File: src/rtl/find_max_feeder.sv
// find_max_feeder: upstream stage of find_MAX.
// Collects 5-byte operand records (instruction, A, B, C, select) from a
// byte-serial valid/ready stream into a small buffer. A go pulse replays the
// batch as one start cycle followed by back-to-back valid beats on registered
// outputs that wire straight into find_MAX.
// Optional feature macro: FEEDER_REPLAY_EN. It adds a replay input that
// re-issues the last completed batch.

module find_max_feeder #(
    parameter int DEPTH = 7
) (
    input  logic       clk,
    input  logic       rst_n,
    input  logic       in_valid,
    input  logic [7:0] in_data,
    output logic       in_ready,
    input  logic       go,
`ifdef FEEDER_REPLAY_EN
    input  logic       replay,
`endif
    output logic       busy,
    output logic       done,
    output logic       start,
    output logic       valid,
    output logic [7:0] data_A,
    output logic [7:0] data_B,
    output logic [7:0] data_C,
    output logic [7:0] instruction,
    output logic [2:0] count,
    output logic [2:0] select
);

    localparam logic [1:0] LOAD  = 2'd0;
    localparam logic [1:0] START = 2'd1;
    localparam logic [1:0] ISSUE = 2'd2;
    localparam logic [1:0] DONE  = 2'd3;

    localparam logic [2:0] DEPTH_C = 3'(DEPTH);

    logic [1:0] state;
    logic [2:0] byte_cnt;
    logic [2:0] rec_cnt;
    logic [2:0] idx;

    logic [7:0] mem_instr [DEPTH];
    logic [7:0] mem_a     [DEPTH];
    logic [7:0] mem_b     [DEPTH];
    logic [7:0] mem_c     [DEPTH];
    logic [2:0] mem_sel   [DEPTH];

    logic       full;
    logic       go_ok;
    logic       replay_ok;
    logic       launch;
    logic       accept;
    logic [2:0] launch_cnt;
    logic [2:0] rd_idx;

    // Full only at a record boundary, so a partially received record can
    // always be finished.
    assign full   = (byte_cnt == 3'd0) && (rec_cnt == DEPTH_C);
    assign go_ok  = (state == LOAD) && go && (rec_cnt != 3'd0) && (byte_cnt == 3'd0);

`ifdef FEEDER_REPLAY_EN
    logic [2:0] last_cnt;

    assign replay_ok  = (state == LOAD) && replay && (rec_cnt == 3'd0) &&
                        (byte_cnt == 3'd0) && (last_cnt != 3'd0);
    assign launch_cnt = go_ok ? rec_cnt : last_cnt;
`else
    assign replay_ok  = 1'b0;
    assign launch_cnt = rec_cnt;
`endif

    assign launch = go_ok || replay_ok;

    // A pending go (or an accepted replay) wins over an incoming byte; the
    // source has to hold the byte until LOAD comes back.
    assign in_ready = rst_n && (state == LOAD) && !go && !replay_ok && !full;
    assign accept   = in_valid && in_ready;

    assign busy  = (state != LOAD);
    assign start = (state == START);
    assign done  = (state == DONE);

    // START reads entry 0; every ISSUE cycle reads the next entry in order.
    assign rd_idx = (state == START) ? 3'd0 : idx;

    // Record bytes land directly in the entry being filled; no reset needed
    // because rec_cnt decides what is valid.
    always_ff @(posedge clk) begin
        if (accept) begin
            case (byte_cnt)
                3'd0:    mem_instr[rec_cnt] <= in_data;
                3'd1:    mem_a[rec_cnt]     <= in_data;
                3'd2:    mem_b[rec_cnt]     <= in_data;
                3'd3:    mem_c[rec_cnt]     <= in_data;
                default: mem_sel[rec_cnt]   <= in_data[2:0];
            endcase
        end
    end

    // Batch sequencer: LOAD -> START -> ISSUE (count beats) -> DONE -> LOAD.
    always_ff @(posedge clk or negedge rst_n) begin
        if (!rst_n) begin
            state       <= LOAD;
            byte_cnt    <= 3'd0;
            rec_cnt     <= 3'd0;
            idx         <= 3'd0;
            valid       <= 1'b0;
            data_A      <= 8'd0;
            data_B      <= 8'd0;
            data_C      <= 8'd0;
            instruction <= 8'd0;
            select      <= 3'd0;
            count       <= 3'd0;
`ifdef FEEDER_REPLAY_EN
            last_cnt    <= 3'd0;
`endif
        end else begin
            case (state)
                LOAD: begin
                    if (launch) begin
                        state <= START;
                        count <= launch_cnt;
                        idx   <= 3'd0;
`ifdef FEEDER_REPLAY_EN
                        if (go_ok) begin
                            last_cnt <= rec_cnt;
                        end
`endif
                    end else if (accept) begin
                        if (byte_cnt == 3'd4) begin
                            byte_cnt <= 3'd0;
                            rec_cnt  <= rec_cnt + 3'd1;
                        end else begin
                            byte_cnt <= byte_cnt + 3'd1;
                        end
                    end
                end
                START: begin
                    state       <= ISSUE;
                    valid       <= 1'b1;
                    data_A      <= mem_a[rd_idx];
                    data_B      <= mem_b[rd_idx];
                    data_C      <= mem_c[rd_idx];
                    instruction <= mem_instr[rd_idx];
                    select      <= mem_sel[rd_idx];
                    idx         <= 3'd1;
                end
                ISSUE: begin
                    if (idx == count) begin
                        state       <= DONE;
                        valid       <= 1'b0;
                        data_A      <= 8'd0;
                        data_B      <= 8'd0;
                        data_C      <= 8'd0;
                        instruction <= 8'd0;
                        select      <= 3'd0;
                    end else begin
                        data_A      <= mem_a[rd_idx];
                        data_B      <= mem_b[rd_idx];
                        data_C      <= mem_c[rd_idx];
                        instruction <= mem_instr[rd_idx];
                        select      <= mem_sel[rd_idx];
                        idx         <= idx + 3'd1;
                    end
                end
                default: begin
                    state    <= LOAD;
                    count    <= 3'd0;
                    rec_cnt  <= 3'd0;
                    byte_cnt <= 3'd0;
                    idx      <= 3'd0;
                end
            endcase
        end
    end

endmodule

File: config.mk
export PLATFORM = sky130hd
export DESIGN_NAME = find_max_feeder
export DESIGN_NICKNAME = d
export VERILOG_FILES = /design/src/rtl/find_max_feeder.sv
export SDC_FILE = /design/constraint.sdc
export NUM_CORES = 1
export LEC_CHECK = 0
export ABC_AREA = 1
export CORE_MARGIN = 4
export CORE_UTILIZATION = 49
export DETAILED_ROUTE_END_ITERATION = 8
export PLACE_DENSITY = 0.7
export SLEW_MARGIN = 40
export SYNTH_ARGS = -nofsm -noshare
export SYNTH_HDL_FRONTEND = slang
export SYNTH_SLANG_ARGS = --single-unit
File: constraint.sdc
create_clock -name clk -period 5 [get_ports clk]
set_input_delay 1.25 -clock clk [delete_from_list [all_inputs] [get_ports clk]]
set_output_delay 1.25 -clock clk [all_outputs]
set_load 0.03 [all_outputs]
==> run summary <==
GRT overflow -> 0
Worst R2R Start -> state[1]
CP max-delay cell -> clkdlybuf4s50_1
setup bufs post-CTS -> 0
Synth Cell Area -> 0.0128 sq mm
CTS H-tree lvls -> 1
Worst Hold Depth -> 2
Worst-Skew Late Latency -> 0.55 ns
CP Cell Sequence -> clkdlybuf4s50_1 > nor2_1 > nand2_1 > inv_1 > clkdlybuf4s50_1
EDFF count, synth -> 245
antenna cells -> 0
CTS tree -> built
FILL cells -> 2154
via count of the first global-routing pass -> 8232
die height -> 169 um
initial antenna violation count -> 0
cell repeated most along the worst path -> clkdlybuf4s50_1
worst r2r dst -> data_C[0]
routability cong. -> 0.814
vias per inst -> 5.09
Slew @ Worst Pin -> 0.822 ns
GRT Util Overall -> 19.9%
Power Density -> 511 mW/mm^2
post-route ant nets -> 0
Gate Count Post-Synth -> 1252
Hold EP -> data_C[3]
top_reg_cell synth -> edfxtp_1
routed len/inst -> 17.0 um
drt total wl -> 28000 um
maximum clock rate -> 0.261 GHz
Max clock buf depth -> 3
die area -> 0.0287 sq mm
Pre-Repair DR Iteration Count -> 7
#FFs+latches synth -> 295
Static Leak -> 6.09 nW
RSZ-0062 raised after global routing -> false
Startpoint Class -> input pin
worst rel slew slack -> 45.2%
Final Cell Area -> 0.0144 sq mm
synth warn -> 0
Syn Area/Cell -> 10.2 sq um
placed cell area -> 0.0135 sq mm
post-DP HPWL -> 16400 um
# clock sinks -> 295
max incr delay on CP -> 0.66 ns
hold_ws -> 0.478 ns
Data required, critical path -> 3.75 ns
Peak VDD IR -> 0.768 mV
setup violators final -> 0
area delta synth->final -> 13.2%
Final Skew -> 0.0252 ns
status -> finished, final reports clean
max-slew violations -> 0
Hold WC Path Type -> reg -> reg
largest net degree at the start of global routing -> 108
# IOs -> 55
Place WS -> 1.18 ns
period utilisation layout -> 76.6%
MaxCap Viol Count -> 0
most common cell after layout, fill and taps aside -> nand2_1
number of buffers added on ports -> 54
final worst setup slack -> 1.17 ns
Die Width -> 169 um
Mapped Nets -> 1279
FP Rows -> 58
crit end category -> output pin
crit path max fanout -> 2
commonest cells after routing, fill and taps aside -> 435 x nand2_1, 245 x edfxtp_1, 156 x nand3_1
Layout Utilization -> 56.9%
Seq/Total Area, Yosys -> 67.5%
hold_buf cts -> 0
fraction of layout cells with a size suffix above 1 -> 8.06%
via count -> 8375
cells on worst reg2reg path -> 11
core area -> 0.0254 sq mm
Final TNS setup -> 0 ns
Setup CP Type -> in -> out
Synth cell types -> 21
min-delay src -> data_C[3]
Period minus WS final -> 3.83 ns
Inst Count DP -> 1594
fin cells -> 1645
first-pass GRT wire length -> 44700 um
hold violation count in the final report -> 0
r2r setup slk -> 2.14 ns
Starting DRT DRC Count -> 771
Clock Pin Slew Worst Setup and Hold Paths -> 0.06 ns
Post-CTS Resized -> 0
async set-reset flop share out of synthesis -> 16.9%
nets -> 1321
Initial Util -> 50.2%
Final Total Pwr -> 7.39 mW
DRC viols -> 0
CTS Buf Count -> 28
arrival time of the worst setup path -> 2.58 ns
root buffer cell -> clkbuf_16
cells in the mapped netlist (2+ instances only):
| cell type | count | area share [%] |
|---|---|---|
| nand2_1 | 436 | 13 |
| edfxtp_1 | 245 | 58 |
| nand3_1 | 156 | 6.1 |
| inv_1 | 124 | 3.7 |
| nor2_1 | 112 | 3.3 |
| dfrtp_1 | 50 | 9.8 |
| or2_2 | 35 | 1.7 |
| buf_2 | 18 | 0.71 |
| buf_4 | 17 | 1.0 |
| clkbuf_1 | 16 | 0.47 |
| ha_1 | 15 | 1.5 |
| o21ai_0 | 10 | 0.39 |
| inv_2 | 4 | 0.12 |
| nand4_1 | 4 | 0.20 |
| buf_1 | 3 | 0.088 |
| nor2_2 | 2 | 0.098 |
registers in the layout, summed over array words and instances, names as in the netlist, 8 cells and up:
name / count
data_A: 8
data_C: 8
mem_sel: 21
mem_instr: 56
mem_c: 56
instruction: 8
mem_a: 56
data_B: 8
mem_b: 56
worst max-delay path, delay by kind of cell:
| kind | cells | cell delay [ns] |
|---|---|---|
| AND/OR/NAND/NOR | 2 | 0.20 |
| buffers and inverters | 3 | 1.13 |
layer usage:
metal | share of wire (%) | GRT usage [%]
met1 | 44 | 27.9
met3 | 6.0 | 2.75
met4 | 2.2 | 5.46
met5 | 0 | 0
met2 | 47 | 32.9
where the power goes:
group / switching (mW) / internal (mW)
registers: 0.121 / 2.86
logic: 1.61 / 0.706
clock network: 0.867 / 1.22
total: 2.59 / 4.79
logic make-up (layout without fill, tap and decap cells):
logic type	count (synthesis)	in the layout	share of synthesized area, %
adder cells (fa/ha/maj)	15	15	1.47
buffers and inverters	182	245	6.03
XOR/XNOR	2	2	0.137
AND/OR/NAND/NOR	746	746	24.4
flip-flops	295	295	67.5
AO/OA/AOI/OAI	12	12	0.491
how the worst max path moves through the flow:
stage	start	end	slack [ns]	cells after the start
after floorplan	rst_n	in_ready	2.10	4
after global placement	go	in_ready	1.14	5
after detailed placement	go	in_ready	1.18	5
after CTS	go	in_ready	1.17	5
after global routing	go	in_ready	1.12	5
final	go	in_ready	1.17	5
layout make-up:
| class | instances | area [sq um] | share of cell area (%) |
|---|---|---|---|
| inverters | 128 | 480 | 3.33 |
| multi-input cells | 775 | 3400 | 23.5 |
| well taps | 330 | 413 | 2.86 |
| clock buffers | 34 | 753 | 5.22 |
| flip-flops and latches | 295 | 8610 | 59.6 |
| clock inverters | 17 | 165 | 1.14 |
| repair buffers | 66 | 622 | 4.31 |
(Power assumes the default switching activity.)
